`config.mk`:
```
export PLATFORM = sky130hd
export DESIGN_NAME = frame_fetch_ctrl
export DESIGN_NICKNAME = d
export VERILOG_FILES = /design/src/rtl/frame_fetch_pkg.sv /design/src/rtl/frame_fetch_beats.sv /design/src/rtl/frame_fetch_ctrl.sv
export SDC_FILE = /design/constraint.sdc
export NUM_CORES = 1
export LEC_CHECK = 0
export ABC_CLOCK_PERIOD_IN_PS = 4600
export CORE_MARGIN = 5
export CORE_UTILIZATION = 45
export CTS_BUF_LIST = sky130_fd_sc_hd__clkbuf_16
export DETAILED_ROUTE_END_ITERATION = 8
export PLACE_DENSITY = 0.78
export SYNTH_ARGS = -nofsm -noshare
export SYNTH_HDL_FRONTEND = slang
export SYNTH_SLANG_ARGS = --single-unit
```
`constraint.sdc`:
```
create_clock -name clk -period 4.6 [get_ports clk]
set_input_delay 0.92 -clock clk [delete_from_list [all_inputs] [get_ports clk]]
set_output_delay 0.92 -clock clk [all_outputs]
set_load 0.005 [all_outputs]
```
`src/rtl/frame_fetch_pkg.sv`:
```
// Shared types and constants for the frame fetch DMA sequencer.
// The optional abort-on-error behaviour is enabled with FRAME_FETCH_ABORT_EN.
package frame_fetch_pkg;

    typedef enum logic [2:0] {
        IDLE = 3'd0,
        ADDR = 3'd1,
        DATA = 3'd2,
        NEXT = 3'd3,
        DONE = 3'd4
    } fetch_state_t;

    localparam logic [2:0] AXI_SIZE_4B    = 3'b010;
    localparam logic [1:0] AXI_BURST_INCR = 2'b01;
    localparam logic [1:0] AXI_RESP_OKAY  = 2'b00;
    localparam int         BOUNDARY_4K    = 4096;

endpackage

```
`src/rtl/frame_fetch_beats.sv`:
```
// Burst length calculator: the smallest of the burst limit, the words still
// needed in the current line and the words left before the next 4 KB page.
module frame_fetch_beats
    import frame_fetch_pkg::*;
#(
    parameter int ADDR_WIDTH = 32,
    parameter int LEN_WIDTH  = 12,
    parameter int MAX_BURST  = 16
) (
    input  logic [ADDR_WIDTH-1:0] addr,
    input  logic [LEN_WIDTH-1:0]  words_left,
    output logic [8:0]            beats
);

    localparam int CW = ((LEN_WIDTH > 11) ? LEN_WIDTH : 11) + 1;

    logic [12:0]   bytes_to_bnd;
    logic [CW-1:0] bnd_words;
    logic [CW-1:0] left_w;
    logic [CW-1:0] max_w;
    logic [CW-1:0] pick;

    // Three-way minimum, all operands widened to a common width first
    always_comb begin
        bytes_to_bnd = 13'(BOUNDARY_4K) - {1'b0, 12'(addr)};
        bnd_words    = CW'(bytes_to_bnd >> 2);
        left_w       = CW'(words_left);
        max_w        = CW'(MAX_BURST);
        pick         = max_w;
        if (left_w < pick) begin
            pick = left_w;
        end
        if (bnd_words < pick) begin
            pick = bnd_words;
        end
        beats = 9'(pick);
    end

endmodule

```
`src/rtl/frame_fetch_ctrl.sv`:
```
// Read-side DMA sequencer: fetches a framebuffer line by line as AXI4 INCR
// bursts and forwards the returned words to a valid/ready pixel stream.
// Define FRAME_FETCH_ABORT_EN to stop the frame after the first error beat.
module frame_fetch_ctrl
    import frame_fetch_pkg::*;
#(
    parameter int ADDR_WIDTH = 32,
    parameter int DATA_WIDTH = 32,
    parameter int MAX_BURST  = 16,
    parameter int LEN_WIDTH  = 12
) (
    input  logic                  clk,
    input  logic                  resetn,
    input  logic                  start,
    input  logic [ADDR_WIDTH-1:0] cfg_base,
    input  logic [LEN_WIDTH-1:0]  cfg_line_words,
    input  logic [LEN_WIDTH-1:0]  cfg_lines,
    output logic                  busy,
    output logic                  done,
    output logic                  err,
    output logic [ADDR_WIDTH-1:0] araddr,
    output logic [7:0]            arlen,
    output logic [2:0]            arsize,
    output logic [1:0]            arburst,
    output logic                  arvalid,
    input  logic                  arready,
    input  logic [DATA_WIDTH-1:0] rdata,
    input  logic [1:0]            rresp,
    input  logic                  rlast,
    input  logic                  rvalid,
    output logic                  rready,
    output logic [DATA_WIDTH-1:0] m_data,
    output logic                  m_valid,
    output logic                  m_eol,
    output logic                  m_eof,
    input  logic                  m_ready
);

    fetch_state_t          state;
    fetch_state_t          state_next;

    logic [LEN_WIDTH-1:0]  line_words;
    logic [LEN_WIDTH-1:0]  line_left;
    logic [LEN_WIDTH-1:0]  lines_left;
    logic [8:0]            beat_cnt;

    logic [ADDR_WIDTH-1:0] next_addr;
    logic [ADDR_WIDTH-1:0] calc_addr;
    logic [LEN_WIDTH-1:0]  calc_words;
    logic [8:0]            calc_beats;

    logic                  beat_fire;
    logic                  last_beat;
    logic                  beat_err;
    logic                  frame_empty;
    logic                  more_words;
    logic                  more_lines;

`ifdef FRAME_FETCH_ABORT_EN
    logic                  aborting;
`endif

    assign beat_fire   = (state == DATA) && rvalid && rready;
    assign last_beat   = beat_fire && ((beat_cnt == 9'd1) || rlast);
    assign beat_err    = beat_fire && (rresp != AXI_RESP_OKAY);
    assign frame_empty = (cfg_line_words == '0) || (cfg_lines == '0);
    assign more_words  = (line_left != '0);
    assign more_lines  = (lines_left > LEN_WIDTH'(1));
    assign next_addr   = araddr + ((ADDR_WIDTH'(arlen) + ADDR_WIDTH'(1)) << 2);

    // Select the address and remaining length the next burst is sized from
    always_comb begin
        calc_addr  = next_addr;
        calc_words = line_left;
        if (state == IDLE) begin
            calc_addr  = cfg_base & ~ADDR_WIDTH'(3);
            calc_words = cfg_line_words;
        end else if (!more_words) begin
            calc_words = line_words;
        end
    end

    frame_fetch_beats #(
        .ADDR_WIDTH (ADDR_WIDTH),
        .LEN_WIDTH  (LEN_WIDTH),
        .MAX_BURST  (MAX_BURST)
    ) u_beats (
        .addr       (calc_addr),
        .words_left (calc_words),
        .beats      (calc_beats)
    );

    // Sequencer state register
    always_ff @(posedge clk or negedge resetn) begin
        if (!resetn) begin
            state <= IDLE;
        end else begin
            state <= state_next;
        end
    end

    // Next-state decode; the beat counter, not rlast alone, ends a burst
    always_comb begin
        state_next = state;
        case (state)
            IDLE: begin
                if (start) begin
                    state_next = frame_empty ? DONE : ADDR;
                end
            end
            ADDR: begin
                if (arready) begin
                    state_next = DATA;
                end
            end
            DATA: begin
                if (last_beat) begin
`ifdef FRAME_FETCH_ABORT_EN
                    state_next = (aborting || beat_err) ? DONE : NEXT;
`else
                    state_next = NEXT;
`endif
                end
            end
            NEXT: begin
                state_next = (more_words || more_lines) ? ADDR : DONE;
            end
            DONE: begin
                state_next = IDLE;
            end
            default: begin
                state_next = IDLE;
            end
        endcase
    end

    // Frame counters, burst address/length and the sticky error flag
    always_ff @(posedge clk or negedge resetn) begin
        if (!resetn) begin
            araddr     <= '0;
            arlen      <= '0;
            err        <= 1'b0;
            line_words <= '0;
            line_left  <= '0;
            lines_left <= '0;
            beat_cnt   <= '0;
        end else begin
            case (state)
                IDLE: begin
                    if (start) begin
                        err <= 1'b0;
                        if (!frame_empty) begin
                            line_words <= cfg_line_words;
                            line_left  <= cfg_line_words;
                            lines_left <= cfg_lines;
                            araddr     <= calc_addr;
                            arlen      <= 8'(calc_beats - 9'd1);
                            beat_cnt   <= calc_beats;
                        end
                    end
                end
                DATA: begin
                    if (beat_fire) begin
                        beat_cnt  <= beat_cnt - 9'd1;
                        line_left <= line_left - LEN_WIDTH'(1);
                        if (beat_err) begin
                            err <= 1'b1;
                        end
                    end
                end
                NEXT: begin
                    if (more_words || more_lines) begin
                        araddr   <= calc_addr;
                        arlen    <= 8'(calc_beats - 9'd1);
                        beat_cnt <= calc_beats;
                        if (!more_words) begin
                            line_left  <= line_words;
                            lines_left <= lines_left - LEN_WIDTH'(1);
                        end
                    end
                end
                default: begin
                end
            endcase
        end
    end

`ifdef FRAME_FETCH_ABORT_EN
    // Once an error beat is seen the rest of the burst is drained silently
    always_ff @(posedge clk or negedge resetn) begin
        if (!resetn) begin
            aborting <= 1'b0;
        end else if (state == IDLE && start) begin
            aborting <= 1'b0;
        end else if (beat_err) begin
            aborting <= 1'b1;
        end
    end

    assign rready  = (state == DATA) && (aborting || m_ready);
    assign m_valid = (state == DATA) && !aborting && rvalid;
    assign m_eol   = (state == DATA) && !aborting && (line_left == LEN_WIDTH'(1));
`else
    assign rready  = (state == DATA) && m_ready;
    assign m_valid = (state == DATA) && rvalid;
    assign m_eol   = (state == DATA) && (line_left == LEN_WIDTH'(1));
`endif

    assign m_eof   = m_eol && (lines_left == LEN_WIDTH'(1));
    assign m_data  = rdata;
    assign busy    = (state != IDLE) && (state != DONE);
    assign done    = (state == DONE);
    assign arvalid = (state == ADDR);
    assign arsize  = AXI_SIZE_4B;
    assign arburst = AXI_BURST_INCR;

endmodule

```
== Word-level counts from Yosys, hierarchy flattened ==
Index checks and enable logic that the tools add are counted.

* Word-level logic and storage cells: 99
* Register bits: 89

* $add $sub $neg: 7
* Eq/ne operators: 16
* Bitwise gates (word level): 1
* Reductions and logical operators: 26
* Order comparisons: 3
* Mux-type cells: 38

{| class="wikitable"
|+ Operator list
! operator !! number
|-
| 2-to-1 mux 12 bit || 11
|-
| 2-to-1 mux 32 bit || 4
|-
| one-hot mux 32 bit (2 select lines) || 1
|-
| 2-to-1 mux 9 bit || 5
|-
| one-hot mux 12 bit (3 select lines) || 1
|-
| adder 32 x 11 -> 32 bit || 1
|-
| one-hot mux 9 bit (3 select lines) || 1
|-
| equality test 12 x 1 -> 1 bit (second input constant) || 2
|-
| logical NOT 12 bit || 2
|-
| 2-to-1 mux 8 bit || 3
|-
| one-hot mux 12 bit (2 select lines) || 1
|-
| subtractor 12 x 1 -> 12 bit (second input constant) || 2
|-
| one-hot mux 8 bit (2 select lines) || 1
|-
| 2-to-1 mux 3 bit || 5
|-
| inequality test 2 bit (second input constant) || 7
|-
| subtractor 13 x 12 -> 13 bit (first input constant) || 1
|-
| > comparator 12 x 1 -> 1 bit (second input constant) || 1
|-
| less-than comparator 11 x 12 -> 1 bit || 1
|-
| less-than comparator 12 x 5 -> 1 bit (second input constant) || 1
|-
| one-hot mux 3 bit (4 select lines) || 1
|-
| nonzero test 12 bit || 1
|-
| AND reduction 5 bit || 2
|-
| adder 8 x 1 -> 9 bit (second input constant) || 1
|-
| equality test 9 x 1 -> 1 bit (second input constant) || 1
|-
| other kinds (17) || 34
|}

== Longest topological paths before layout ==
Gate-level depths: netlist of the first run.

* Word-level depth: 11
* Gate-level depth with buffers: 27
* Mapped depth without buffers: 26

== Modules after synthesis ==
Synthesis of the first run repeated with hierarchy kept, for this count alone.

* Cells, all modules: 893
* Area total of the unflattened synthesis: 7307.0 um2

{| class="wikitable"
|+ By module, submodules not included
! module !! area each (um2) !! cells each !! seq. area each (um2) !! times used
|-
| frame_fetch_ctrl || 6782.8 || 824 || 2227.1 || 1
|-
| frame_fetch_beats || 524.3 || 69 || 0.0 || 1
|}

== Least setup slack after synthesis of the first run ==
No wires, ideal clock.

* Kind: register to register
* Start: register arlen[0]
* End: register arlen[6]
* Arrival: 4742 ps
* Stages on the path, launching flop included: 23
* Data required time: 4518 ps
* Slack: -224 ps
* Library setup time: 82 ps
* Buffers on the path: 0
* Cell sequence: dfrtp_1 > ha_1 > xor2_1 > ha_1 > a211oi_1 > o21ba_2 > nor3_1 > a2111oi_2 > nand3_1 > nor2b_1 > nand2_1 > xnor2_1 > ha_1 > or3_1 > a21oi_1 > nor2_1 > inv_1 > a41oi_4 > mux2_2 > ha_1 > and2_4 > a21o_1 > a31oi_1

* Word-level cells in the longest chain between the ends: 10
* Elaborated cells on any way between the ends: 11

{| class="wikitable"
|+ Ends and longest elaborated chain
! item !! RTL line !! source
|-
| start: declaration || frame_fetch_ctrl.sv:22 || <nowiki>output logic [7:0] arlen,</nowiki>
|-
| start signal: assignment || frame_fetch_ctrl.sv:157 || <nowiki>arlen <= 8'(calc_beats - 9'd1);</nowiki>
|-
| start signal: assignment || frame_fetch_ctrl.sv:174 || <nowiki>arlen <= 8'(calc_beats - 9'd1);</nowiki>
|-
| adder 8 x 1 -> 9 bit * || frame_fetch_ctrl.sv:69 || <nowiki>assign next_addr = araddr + ((ADDR_WIDTH'(arlen) + ADDR_WIDTH'(1)) << 2);</nowiki>
|-
| adder 32 x 11 -> 32 bit * || frame_fetch_ctrl.sv:69 ||
|-
| 2-to-1 mux 32 bit * || frame_fetch_ctrl.sv:75 || <nowiki>if (state == IDLE) begin</nowiki>
|-
| subtractor 13 x 12 -> 13 bit * || frame_fetch_beats.sv:25 || <nowiki>bytes_to_bnd = 13'(BOUNDARY_4K) - {1'b0, 12'(addr)};</nowiki>
|-
| less-than comparator 11 x 12 -> 1 bit || frame_fetch_beats.sv:33 || <nowiki>if (bnd_words < pick) begin</nowiki>
|-
| 2-to-1 mux 9 bit * || frame_fetch_beats.sv:33 ||
|-
| subtractor 8 x 1 -> 8 bit * || frame_fetch_ctrl.sv:157, frame_fetch_ctrl.sv:174 ||
|-
| 2-to-1 mux 8 bit || frame_fetch_ctrl.sv:152 || <nowiki>if (!frame_empty) begin</nowiki>
|-
| 2-to-1 mux 8 bit || frame_fetch_ctrl.sv:150 || <nowiki>if (start) begin</nowiki>
|-
| one-hot mux 8 bit (2 select lines) * || frame_fetch_ctrl.sv:148 || <nowiki>case (state)</nowiki>
|}

Every way passes the cells marked *; elsewhere a longest branch is shown, timed or not. The select of a mux whose other input is x is not followed.
A chain may end at the register's enable or synchronous reset.

== Worst setup path in the final report of the first run ==
* Start: register arlen[0]
* End: register arlen[4]

The elaborated chain is that of the path after synthesis.

==> results summary, run 1 <==
The number of hold buffers added after cts is 0. The effective utilization at floorplan is between 40% and 50%. The reg2reg setup slack is -0.47 ns. The xor/xnor cell area share of the yosys netlist came out at between 3 and 4%.

After layout, the worst setup slack is -0.471 ns. The combined area of all synthesized cells came out at 6810 sq um. The leakage component of the power came out at a little under 4 nW. The mean post-synth cell area came out at around 8.0 sq um. At the end of routability-driven placement, the weighted congestion stood at ~0.9. The post-synthesis sequential element count is a little under 90.

The horizontal die dimension came out at between 100 and 150 um. By startpoint and endpoint, the worst setup path is classified as reg -> reg. After global routing the overflow that remains totals 0. The first global-routing pass estimated 33.6 mm of wire. By area the synthesized netlist is led by dfrtp_1, a21oi_1, ha_1, nand2_1, o21ai_0. The root buffer cell chosen for the clock tree is clkbuf_16. The count of warnings emitted by yosys came out at 0. After synthesis, the largest family of logic cells by area is compound AO/OA/AOI/OAI gates. In this run the most critical hold path is launched from err. The start point of the critical path is arlen[0]. The DRC violations left is 0. The beginning of the worst register-to-register path is arlen[0]. The largest driver fanout on the critical path came out at 4.

Of the total power, registers draw 16.0%. The number of optimization iterations in the first detailed-route pass is 7. The maximum clock frequency is ~0.20 GHz. The count of nets left with antenna violations after detail routing is 0. The number of antenna diodes in the final layout is 0. The clock tree synthesis step divided the H-tree into 3 levels.

The worst-case IR drop observed on VDD is approximately 0.59 mV. The arithmetic-cell share of the synthesized area counting full adders, half adders and majority gates came out at 5.44%. The power per standard cell area came out at ~1100 nW/um^2. TritonCTS built the clock tree. Counting flops with a built-in enable in the synthesized netlist gives 0. The path class of the tightest hold or removal check is reg -> reg. The worst setup path is launched from a register. Per report_power, the clock group accounts for ~7.3% of the total.

The maximum buffer depth of the clock tree came out at 2. The biggest area contributor in the post-synthesis netlist is dfrtp_1. CTS saw 89 sinks. STA classifies the critical path endpoint as a register. The I/O pin total came out at roughly 180. The count of unique library cells instantiated by Yosys is 75. The number of global-route vias before repair came out at roughly 6600. Cells with a size suffix above 1 make up a little under a quarter of the layout. The final period utilization is 110%. The flow ran to the end, but the final reports show violations. The area taken by flip-flops and latches is 2230 sq um. The signed area change from the synthesized netlist to the final layout came out at 39.1%. The count of buffers inserted at the top-level ports came out at 110. The final max-slew violation count came out at 0. The routed design could run at a clock period as short as roughly 5.1 ns. Of the total synthesized cell area, the portion taken by AND, OR, NAND and NOR gates is between 20% and 30%.

The number of endpoints failing setup at the final stage came out at 14. The die area is approximately 18000 sq um. The floorplan die height is ~130 um. The insertion delay to the later sink of the worst-skew pair came out at 0.36 ns. The slew at the pin with the worst max-slew slack came out at around 1.1 ns. The final net count is 1144. The critical path data arrival time is between 5 and 6 ns. The sequential element share of the synthesized area came out at roughly a third.

Cell internal power was estimated by the tool at around 5.4 mW. Among all cell types in the netlist, the one instantiated most often is dfrtp_1. The checks that failed: negative setup slack.

The multiplexer share of the synthesized area is about 3.4%. The synthesized-area fraction occupied by ao, oa, aoi and oai cells came out at about a quarter. Clock-pin slew was measured on the worst setup and hold paths at approximately 0.07 ns.

The cell row count came out at 45. The data required time at the worst endpoint is about 4.8 ns. The clock skew after layout came out at around 0.0075 ns. The number of standard cells after synthesis is approximately 850. After legalization and detailed placement, the total HPWL measured about 15 mm. The fraction of power consumed by combinational cells came out at about three quarters. After detailed routing, the total wire length is about 22 mm. The floorplan step defined a core boundary enclosing about 15000 sq um. The detailed-route via count came out at ~7200. The switching component of the power is 4.62 mW. The count of filler cells inserted in the layout is ~1200. Counting flops with an async set or reset pin after synthesis yields a share of 100%.

Setup repair after global routing could not meet its margin everywhere. In the final layout, the multi-input gates occupy roughly 4600 sq um. The most used flip-flop cell after synthesis is dfrtp_1. Entering global routing, the biggest net connects 70 pins. After detailed routing, the average wire length per cell comes to approximately 18 um. The first routing iteration left 789 violations.

The commonest cells after synthesis are dfrtp_1, nand2_1, a21oi_1, nor2_1, o21ai_0. Counting the buffers created by CTS gives 9. The number of hold violations in the final report came out at 0.

Net switching is ~46% of the power. The routed via count divided by cell count came out at 5.95. The worst slew margin relative to its limit came out at between 20% and 30%.

The total global routing track utilization came out at 23.0%. The share of synthesized area in the top cell type comes to between 30 and 40%. The power consumption is about 10 mW. The total negative slack for setup checks is -2.75 ns.

The max-capacitance violation count is 0. The initial antenna violation count came out at 0. The final design utilization came out at 62.9%.
[worst max-delay path: stages, from the launching register on]
cell       delay (ns)
dfrtp_2          0.43
buf_6            0.14
inv_4            0.05
ha_4             0.12
inv_2            0.04
fa_2             0.37
buf_6            0.14
xnor2_2          0.12
mux2_4           0.29
a2111oi_4        0.39
nand3_2          0.17
nor2b_4          0.16
buf_6            0.11
nand3_4          0.09
xnor2_2          0.17
ha_4             0.18
nor4_1           0.32
o21a_1           0.22
o22a_1           0.25
a41oi_4          0.07
nand2_1          0.16
o21ai_1          0.13
inv_1            0.19
ha_4             0.17
buf_6            0.11
o21ai_4          0.07
xnor2_2          0.20
o21ai_1          0.08
[power by group through the flow]
stage               Combinational (mW)  Sequential (mW)  Clock (mW)
floorplan                         3.67             1.50           0
global placement                  5.67             1.56           0
detailed placement                5.82             1.58           0
CTS                               6.62             1.58       0.733
global route                      8.26             1.66       0.768
finish                            7.70             1.60       0.731
[final cells by class]
| class | count | area share [%] |
|---|---|---|
| Tap cell | 188 | 2.49 |
| Sequential cell | 89 | 23.5 |
| Multi-Input combinational cell | 666 | 48.3 |
| Clock inverter | 7 | 0.569 |
| Inverter | 27 | 1.10 |
| Clock buffer | 9 | 2.38 |
| Timing Repair Buffer | 225 | 21.6 |
[sequential cells by signal (all words and copies together) (netlist names)]
register,flops
line_words,12
state,3
araddr,32
arlen,8
err,1
lines_left,12
line_left,12
beat_cnt,9
[per-stage QoR]
| stage | hold WS (ns) | area [sq um] | std cells | worst slack (ns) |
|---|---|---|---|---|
| after floorplan | 0.460 | 6900 | 862 | 0.00756 |
| after global routing | 0.525 | 9460 | 1211 | -0.631 |
| after global placement | 0.487 | 8470 | 1168 | -0.302 |
| after CTS | 0.513 | 9140 | 1200 | -0.129 |
| final | 0.500 | 9460 | 1211 | -0.471 |
| after detailed placement | 0.499 | 8470 | 1168 | -0.434 |
[repair_timing]
| item | 4_1_cts | 5_1_grt |
|---|---|---|
| pin swaps | 24 | 38 |
| cloned | 0 | 1 |
| setup endpoints to repair | 15 | 15 |
| setup buffers | 16 | 12 |
| resized for setup | 62 | 49 |
[per-layer routing]
layer / up-vias / wire [um] / track usage (%)
met1: 3448 / 9380 / 31.7
met4: 0 / 638 / 8.08
li1: 3376 / - / -
met3: 55 / 1460 / 3.88
met2: 331 / 10600 / 36.4
met5: - / 0 / 0
[final timing paths]
path	to	cells past startpoint
min in group asynchronous	line_words[7]	1
hold reg to reg	err	2
setup reg to reg	arlen[4]	27
setup / recovery	arlen[4]	27
max in group asynchronous	araddr[2]	2
hold / removal	err	2
[cells by family (layout without fill, tap and decap cells)]
| family | after synthesis | in the layout |
|---|---|---|
| muxes | 21 | 21 |
| buffers and inverters | 107 | 268 |
| and+or+nand+nor | 319 | 319 |
| DFF | 89 | 89 |
| AOI/OAI and AO/OA | 257 | 257 |
| adders and majority gates | 29 | 29 |
| xor gates and xnor gates | 29 | 29 |
| other | 2 | 11 |
[placed cells by master, fill, tap and decap left out, drive strengths merged, types with 29 or more instances in the layout]
cell type | Yosys | layout
a21oi | 86 | 86
buf | 41 | 115
clkdlybuf4s50 | 0 | 109
dfrtp | 89 | 89
inv | 27 | 29
nand2 | 88 | 88
nand3 | 37 | 37
nor2 | 77 | 77
nor3 | 31 | 31
o21ai | 73 | 73
Note: power is estimated with default switching activity, not from simulation.
==> run 2, diff against run 1 <==
--- a/config.mk
+++ b/config.mk
@@ -14,3 +14,4 @@
 export SYNTH_ARGS = -nofsm -noshare
 export SYNTH_HDL_FRONTEND = slang
 export SYNTH_SLANG_ARGS = --single-unit
+export TNS_END_PERCENT = 20
==> results summary, run 2 (synthesis results as in run 1) <==
The flow ran to the end, but the final reports show violations. The checks that failed: negative setup slack. The total wire length after detailed routing is about 21 mm.

The die area is roughly 18000 sq um. The total global routing track utilization came out at a little under a quarter. The cell row count is 45. The I/O pin total is between 150 and 200. The number of flip-flops in the largest register came out at 32. The maximum number of pins on one net before global-route repair is 70. Traced cell by cell, the critical path runs through buf_6, inv_4, ha_4, inv_2, fa_2, buf_6, xnor2_2, mux2_4, a2111oi_4, nand3_2, nor2b_4, nand2_2, xnor2_4, ha_4, or3_4, a21oi_4, o22a_1, buf_4, a41o_4, buf_12, nand3b_4, o21ai_4, a21oi_2, a211o_1.

The count of buffers inserted at the top-level ports came out at 110. The number of global-route vias before repair is between 6000 and 7000. The class of the tightest hold or removal check is reg -> reg. Setup repair after global routing could not meet its margin everywhere. The initial antenna violation count came out at 0. From left edge to right edge, the die measures 133 um.

The clock-pin slew of the registers on the worst-case setup and hold paths is 0.06 ns. The effective utilization at floorplan is roughly 45%. The number of hold buffers added after cts came out at 0.

Across all layers, the routed design uses about 7000 vias. The post-detailed-placement cell area is between 8000 and 9000 sq um. The largest incremental delay on the critical path is 0.43 ns.

The core footprint came out at between 15000 and 20000 sq um. The power per standard cell area is slightly above 1000 nW/um^2. The share of post-route cells with drive strength above 1 is a little over a fifth. The layer flagged by global routing as most heavily used is met2.

The worst setup path is of the reg -> reg kind. The total negative slack for setup checks came out at -2.78 ns. The data required time at the worst endpoint is 4.84 ns. The final worst slack is -0.341 ns. The insertion delay to the later sink of the worst-skew pair is 0.35 ns. The first global-routing pass estimated approximately 34 mm of wire. Setup violations remaining at the end of the flow were counted as 15. The clock tree root buffer cell is clkbuf_16. In the layout the commonest cells are clkdlybuf4s50_1, buf_4, dfrtp_1, nand2_1, a21oi_1. The largest voltage drop on the vdd net came out at around 0.54 mV. In this run the remaining antenna-violating nets after routing total 0. The final weighted congestion in routability-driven placement came out at 0.899. The slew at the pin with the worst max-slew slack came out at between 1 and 1.5 ns. The clock skew after layout is between 0.007 and 0.008 ns. Leaving out fill and tap cells, the most frequent cell in the layout is clkdlybuf4s50_1.

The number of optimization iterations in the first detailed-route pass is 5. The floorplan die height came out at approximately 130 um. The worst slew margin relative to its limit is a little under a third. Tracing the worst setup path back leads to its startpoint at arlen[0]. The met1 track utilization from global routing came out at between 30% and 40%. Fill cells in the final layout number 1249. araddr holds more flip-flops than any other register. In the global route stage, met2 resource usage came out at between 30% and 40%. The final standard cell area without fillers came out at between 9000 and 10000 sq um. Dividing the detail-routed wire length by the instance count gives 17.7 um. The final period utilization is 107%.

For this run the aggregate overflow at the end of global routing stands at 0. The final max-slew violation count was 0. For this run, global-route usage on met3 was measured as under 10%. The repair_antennas step left the layout with diodes totalling 0.

The largest driver fanout on the critical path came out at 10. The total clock buffers created by CTS is 9. For the worst setup path, the data arrival time is between 5 and 6 ns. The max-capacitance violation count is 0. The DRC violations left came out at 0. The maximum level of the CTS H-tree is 3. The worst hold path begins at err.

The maximum buffer depth of the clock tree is 2. Derived from the worst setup path, the maximum achievable clock frequency is a little over 0.2 GHz. STA classifies the critical path startpoint as a register. The worst-path cell with the longest stage delay is dfrtp_2. The worst register-to-register path begins at arlen[0]. After layout, the design draws a total of about 9.4 mW. The tree built by TritonCTS fans out to just under 90 sinks. The clock tree from TritonCTS is built. The number of hold violations in the final report was 0.

The routed via count divided by cell count is just under 6. The leakage component of the power is 3.91 nW. The HPWL after detailed placement is about 15 mm. The critical path capture point type is a register. The final net count came out at between 1000 and 1500. Compared with the post-synthesis result, the final layout area differs by 36.8%. The clock period minus worst slack is ~5 ns. For this block, the initial DRC count from the detailed router was 652.
## run 2: changes by cell type in the layout (fill, tap and decap cells not counted), sizes merged
cell / delta
clkbuf: -1
buf: -3
## run 2: layout make-up
class                           count  area [sq um]  share of cell area (%)
Multi-Input combinational cell    666          4480                    48.2
Sequential cell                    89          2230                    23.9
Timing Repair Buffer              221          1980                    21.3
Tap cell                          188           235                    2.53
Clock buffer                        9           225                    2.42
Inverter                           27           104                    1.12
Clock inverter                      7          53.8                   0.578
## run 2: worst paths after layout
kind | end | slack, ns | cells past startpoint
hold reg to reg | err | 0.50 | 2
max in group asynchronous | araddr[5] | 3.10 | 2
setup reg to reg | arlen[7] | -0.34 | 24
setup / recovery | arlen[7] | -0.34 | 24
min in group asynchronous | line_words[7] | 0.68 | 1
hold / removal | err | 0.50 | 2
## run 2: timing repair
item,in CTS,in global routing
gates resized for setup,56,32
endpoints found under the setup margin,15,15
hold endpoints to repair,0,0
buffers inserted,14,11
pin swaps,24,39
## run 2: worst max-delay path, delay by kind of cell, from the launching register on
kind                       cells  cell delay [ns]
AOI/OAI and AO/OA              7             1.44
and+or+nand+nor                5             0.94
adders and majority gates      3             0.74
buffers and inverters          6             0.65
DFF                            1             0.43
xor gates and xnor gates       2             0.36
muxes                          1             0.28
## run 2: layer usage
layer	up-vias	part of all wire, %	wire (um)
met5	-	0	0
met4	0	2.8	603
met3	47	6.1	1310
met2	278	47	10100
met1	3348	44	9330
li1	3361	-	-
## run 2: report_power, final
group	switching [mW]	total, mW	leakage, nW	internal (mW)
Sequential	0.415	1.60	1.07	1.18
Clock	0.312	0.723	0.144	0.411
Combinational	3.57	7.08	2.70	3.51
## run 2: through the flow
step	instances	hold slack [ns]	setup WS [ns]	utilization, %
after global routing	1207	0.525	-0.448	61.9
after detailed placement	1168	0.499	-0.434	56.4
after floorplan	862	0.460	0.00756	-
after global placement	1168	0.487	-0.302	56.4
final	1207	0.501	-0.341	61.9
after CTS	1198	0.513	-0.133	60.5
==> run 3, diff against run 2 <==
--- a/config.mk
+++ b/config.mk
@@ -5,13 +5,14 @@
 export SDC_FILE = /design/constraint.sdc
 export NUM_CORES = 1
 export LEC_CHECK = 0
-export ABC_CLOCK_PERIOD_IN_PS = 4600
+export ABC_CLOCK_PERIOD_IN_PS = 4500
 export CORE_MARGIN = 5
-export CORE_UTILIZATION = 45
+export CORE_UTILIZATION = 46
 export CTS_BUF_LIST = sky130_fd_sc_hd__clkbuf_16
 export DETAILED_ROUTE_END_ITERATION = 8
 export PLACE_DENSITY = 0.78
 export SYNTH_ARGS = -nofsm -noshare
 export SYNTH_HDL_FRONTEND = slang
+export SYNTH_HIERARCHICAL = 1
 export SYNTH_SLANG_ARGS = --single-unit
 export TNS_END_PERCENT = 20
==> constraint.sdc (replaced) <==
create_clock -name clk -period 4.5 [get_ports clk]
set_input_delay 0.9 -clock clk [delete_from_list [all_inputs] [get_ports clk]]
set_output_delay 0.9 -clock clk [all_outputs]
set_load 0.005 [all_outputs]
==> results summary, run 3 <==
The flow ran to the end, but the final reports show violations. The checks that failed: negative setup slack. The largest voltage drop on the vdd net came out at approximately 0.63 mV. The clock skew after layout came out at 0.0141 ns. The count of buffers inserted at the top-level ports is 110. The worst hold path begins at beat_cnt[4].

The maximum clock frequency came out at ~0.20 GHz. The largest single stage delay on the critical path is roughly 0.54 ns. The total negative slack for setup checks came out at -3.22 ns. The initial antenna violation count came out at 0. After clock tree synthesis, the clock-pin slew on the worst setup and hold paths is around 0.070 ns.

The total global routing track utilization came out at between 20% and 30%. The worst hold-check slack is roughly 0.51 ns. Setup repair after global routing could not meet its margin everywhere.

The final max-slew violation count came out at 0. The first-pass GRT wire length came out at 34.3 mm. The total congestion overflow after global routing is 0. The register with the most flip-flops in the layout has 32 of them.

The total wire length after detailed routing is ~21 mm. The final design utilization is about 63%. Leaving out fill and tap cells, the most frequent cell in the layout is buf_4. The maximum number of pins on one net before global-route repair came out at 70. In this run, post-CTS hold repair placed 0 buffers.

The hold path depth came out at 1. The final period utilization is 110%. The kind of start point of the critical path is a register.

The clock net sink count is 89. The count of warnings emitted by yosys came out at 6. The DRC violations left came out at 0. The largest driver fanout on the critical path came out at 7. From left edge to right edge, the die measures 133 um. The signal on the critical path passes through and3_4, nand3_4, or2_4, xnor2_1, ha_1, a21oi_2, o211ai_1, nand2_1, xor2_1, a21oi_2, buf_4, xor2_1, ha_1, nand3_2, or3_1, o211ai_1, a21oi_4, mux2i_2, or4_4, nor4_4, xnor2_1, o21ai_1.

The clock period minus worst slack is 4.97 ns. The capturing point of the worst reg2reg path is arlen[7]. The routed via count divided by cell count came out at approximately 5.9. STA puts the critical path data arrival time at roughly 5.2 ns. The total clock buffers created by CTS came out at 9. The die covers 17700 sq um. The power per standard cell area is around 1100 nW/um^2. The mean post-synth cell area is between 8 and 9 sq um.

The worst setup path category is reg -> reg. Detailed placement finished with a half-perimeter wire length of 15.2 mm. The effective utilization at floorplan came out at approximately 46%. The reg2reg setup slack is -0.47 ns.

The floorplan die height is 133 um. Counting flops per register, the top entry is araddr. Before CTS, the worst setup slack after placement is -0.762 ns.

In the layout the commonest cells are buf_4, clkdlybuf4s50_1, dfrtp_1, nand2_1, a21oi_1. No sink is reached through more buffers than the 2 on the longest clock path. The final worst slack came out at -0.471 ns. CTS placed an instance of clkbuf_16 at the clock tree root.

The final net count came out at roughly 1100. The detailed-route via count came out at 7118. The max-capacitance violation count is 0. After synthesis the cells add up to 6980 sq um. The number of global-route vias before repair came out at between 7000 and 8000. The number of optimization iterations in the first detailed-route pass is 6. For hold timing, the worst endpoint is beat_cnt[4].

Routability-driven placement finished with a final weighted congestion of approximately 0.87. In the final routed layout, each cell accounts on average for between 15 and 20 um. The H-tree generated during clock tree synthesis spans 3 levels. The count of nets left with antenna violations once routing finished came out at 0. The number of standard cells after synthesis came out at about 840. The total inserted antenna cells is 0. Of the cells placed in the final design, the portion with a size suffix greater than 1 is around a quarter. The depth of the most critical reg-to-reg path came out at 22. The cell row count is 45.

The leakage component of the power came out at roughly 3.9 nW. The number of hold violations in the final report was 0. The number of endpoints failing setup at the final stage is 13. The worst setup path is captured at a register. TritonCTS built the clock tree. The slowest stage of the critical path belongs to the cell or4_4. The data required time at the worst endpoint came out at ~4.7 ns. The total area inside the core boundary comes to between 15000 and 20000 sq um. The worst hold path belongs to the class reg -> reg. The beginning of the worst register-to-register path is arlen[0]. The insertion delay to the later sink of the worst-skew pair is approximately 0.36 ns.

The worst slew margin relative to its limit is between 20 and 30%. The I/O pin total came out at approximately 180. The slew at the pin with the worst max-slew slack is 1.07 ns. The initial detailed-routing violation count is ~500. From synthesis to final layout, the design area changed by 34.8%.
==> run 3: cell types whose count changed in the layout (fill, tap and decap cells not counted), sizes merged, moves of 6 or more <==
cell,delta
o211ai,+7
o2bb2ai,+6
a2bb2oi,+10
buf,+18
a211oi,-7
o21ai,-20
nor4,+6
nand3,-14
nor2,-6
==> run 3: worst max-delay path by stage <==
| stage | start | endpoint | slack [ns] | cells past startpoint |
|---|---|---|---|---|
| 5_1_grt | arlen[1] | arlen[7] | -0.72 | 23 |
| 3_5_place_dp | cfg_base[2] | arlen[7] | -0.76 | 18 |
| 3_3_place_gp | cfg_base[2] | arlen[7] | -0.62 | 18 |
| 2_1_floorplan | arlen[1] | arlen[7] | 0.02 | 18 |
| 4_1_cts | arlen[0] | arlen[7] | -0.40 | 21 |
| 6_report | arlen[0] | arlen[7] | -0.47 | 22 |
==> run 3: power by group <==
part,switching (mW),leakage [nW],internal (mW),total (mW)
Sequential,0.418,1.05,1.21,1.62
Clock,0.339,0.143,0.370,0.709
Combinational,3.93,2.69,4.00,7.93
==> run 3: cell type report <==
| type | count | area (sq um) |
|---|---|---|
| clock buffers | 9 | 225 |
| clock inverters | 7 | 38.8 |
| fillers | 1255 | 5630 |
| inverters | 22 | 82.6 |
| multi-input cells | 653 | 4490 |
| flip-flops and latches | 89 | 2230 |
| well taps | 188 | 235 |
| repair buffers | 239 | 2100 |
==> run 3: critical path: cells and delay by family, from the launching register on <==
family	cells	cell delay (ns)
buffers and inverters	1	0.17
xor gates and xnor gates	4	0.64
DFF	1	0.42
AOI/OAI and AO/OA	6	0.91
adders and majority gates	2	0.69
muxes	1	0.18
and+or+nand+nor	8	1.83
==> run 3: per-layer routing <==
| layer | vias to the layer above | GRT usage [%] | wire length [um] |
|---|---|---|---|
| li1 | 3379 | - | - |
| met1 | 3406 | 29.6 | 8910 |
| met2 | 281 | 40.7 | 10600 |
| met3 | 52 | 3.32 | 1230 |
| met4 | 0 | 8.34 | 478 |
| met5 | - | 0 | 0 |
==> run 3: metrics by stage <==
stage	power [mW]	cells	instance area [sq um]
after floorplan	5.94	847	7160
after global placement	8.44	1178	8840
after CTS	9.98	1206	9350
after global routing	11.0	1207	9400
after detailed placement	8.63	1178	8840
final	10.3	1207	9400
==> run 3: repair_timing <==
| action | 4_1_cts | 5_1_grt |
|---|---|---|
| pin swaps | 44 | 13 |
| setup endpoints to repair | 15 | 17 |
| gates cloned | 0 | 0 |
| gates resized for setup | 40 | 10 |
| setup buffers | 12 | 1 |
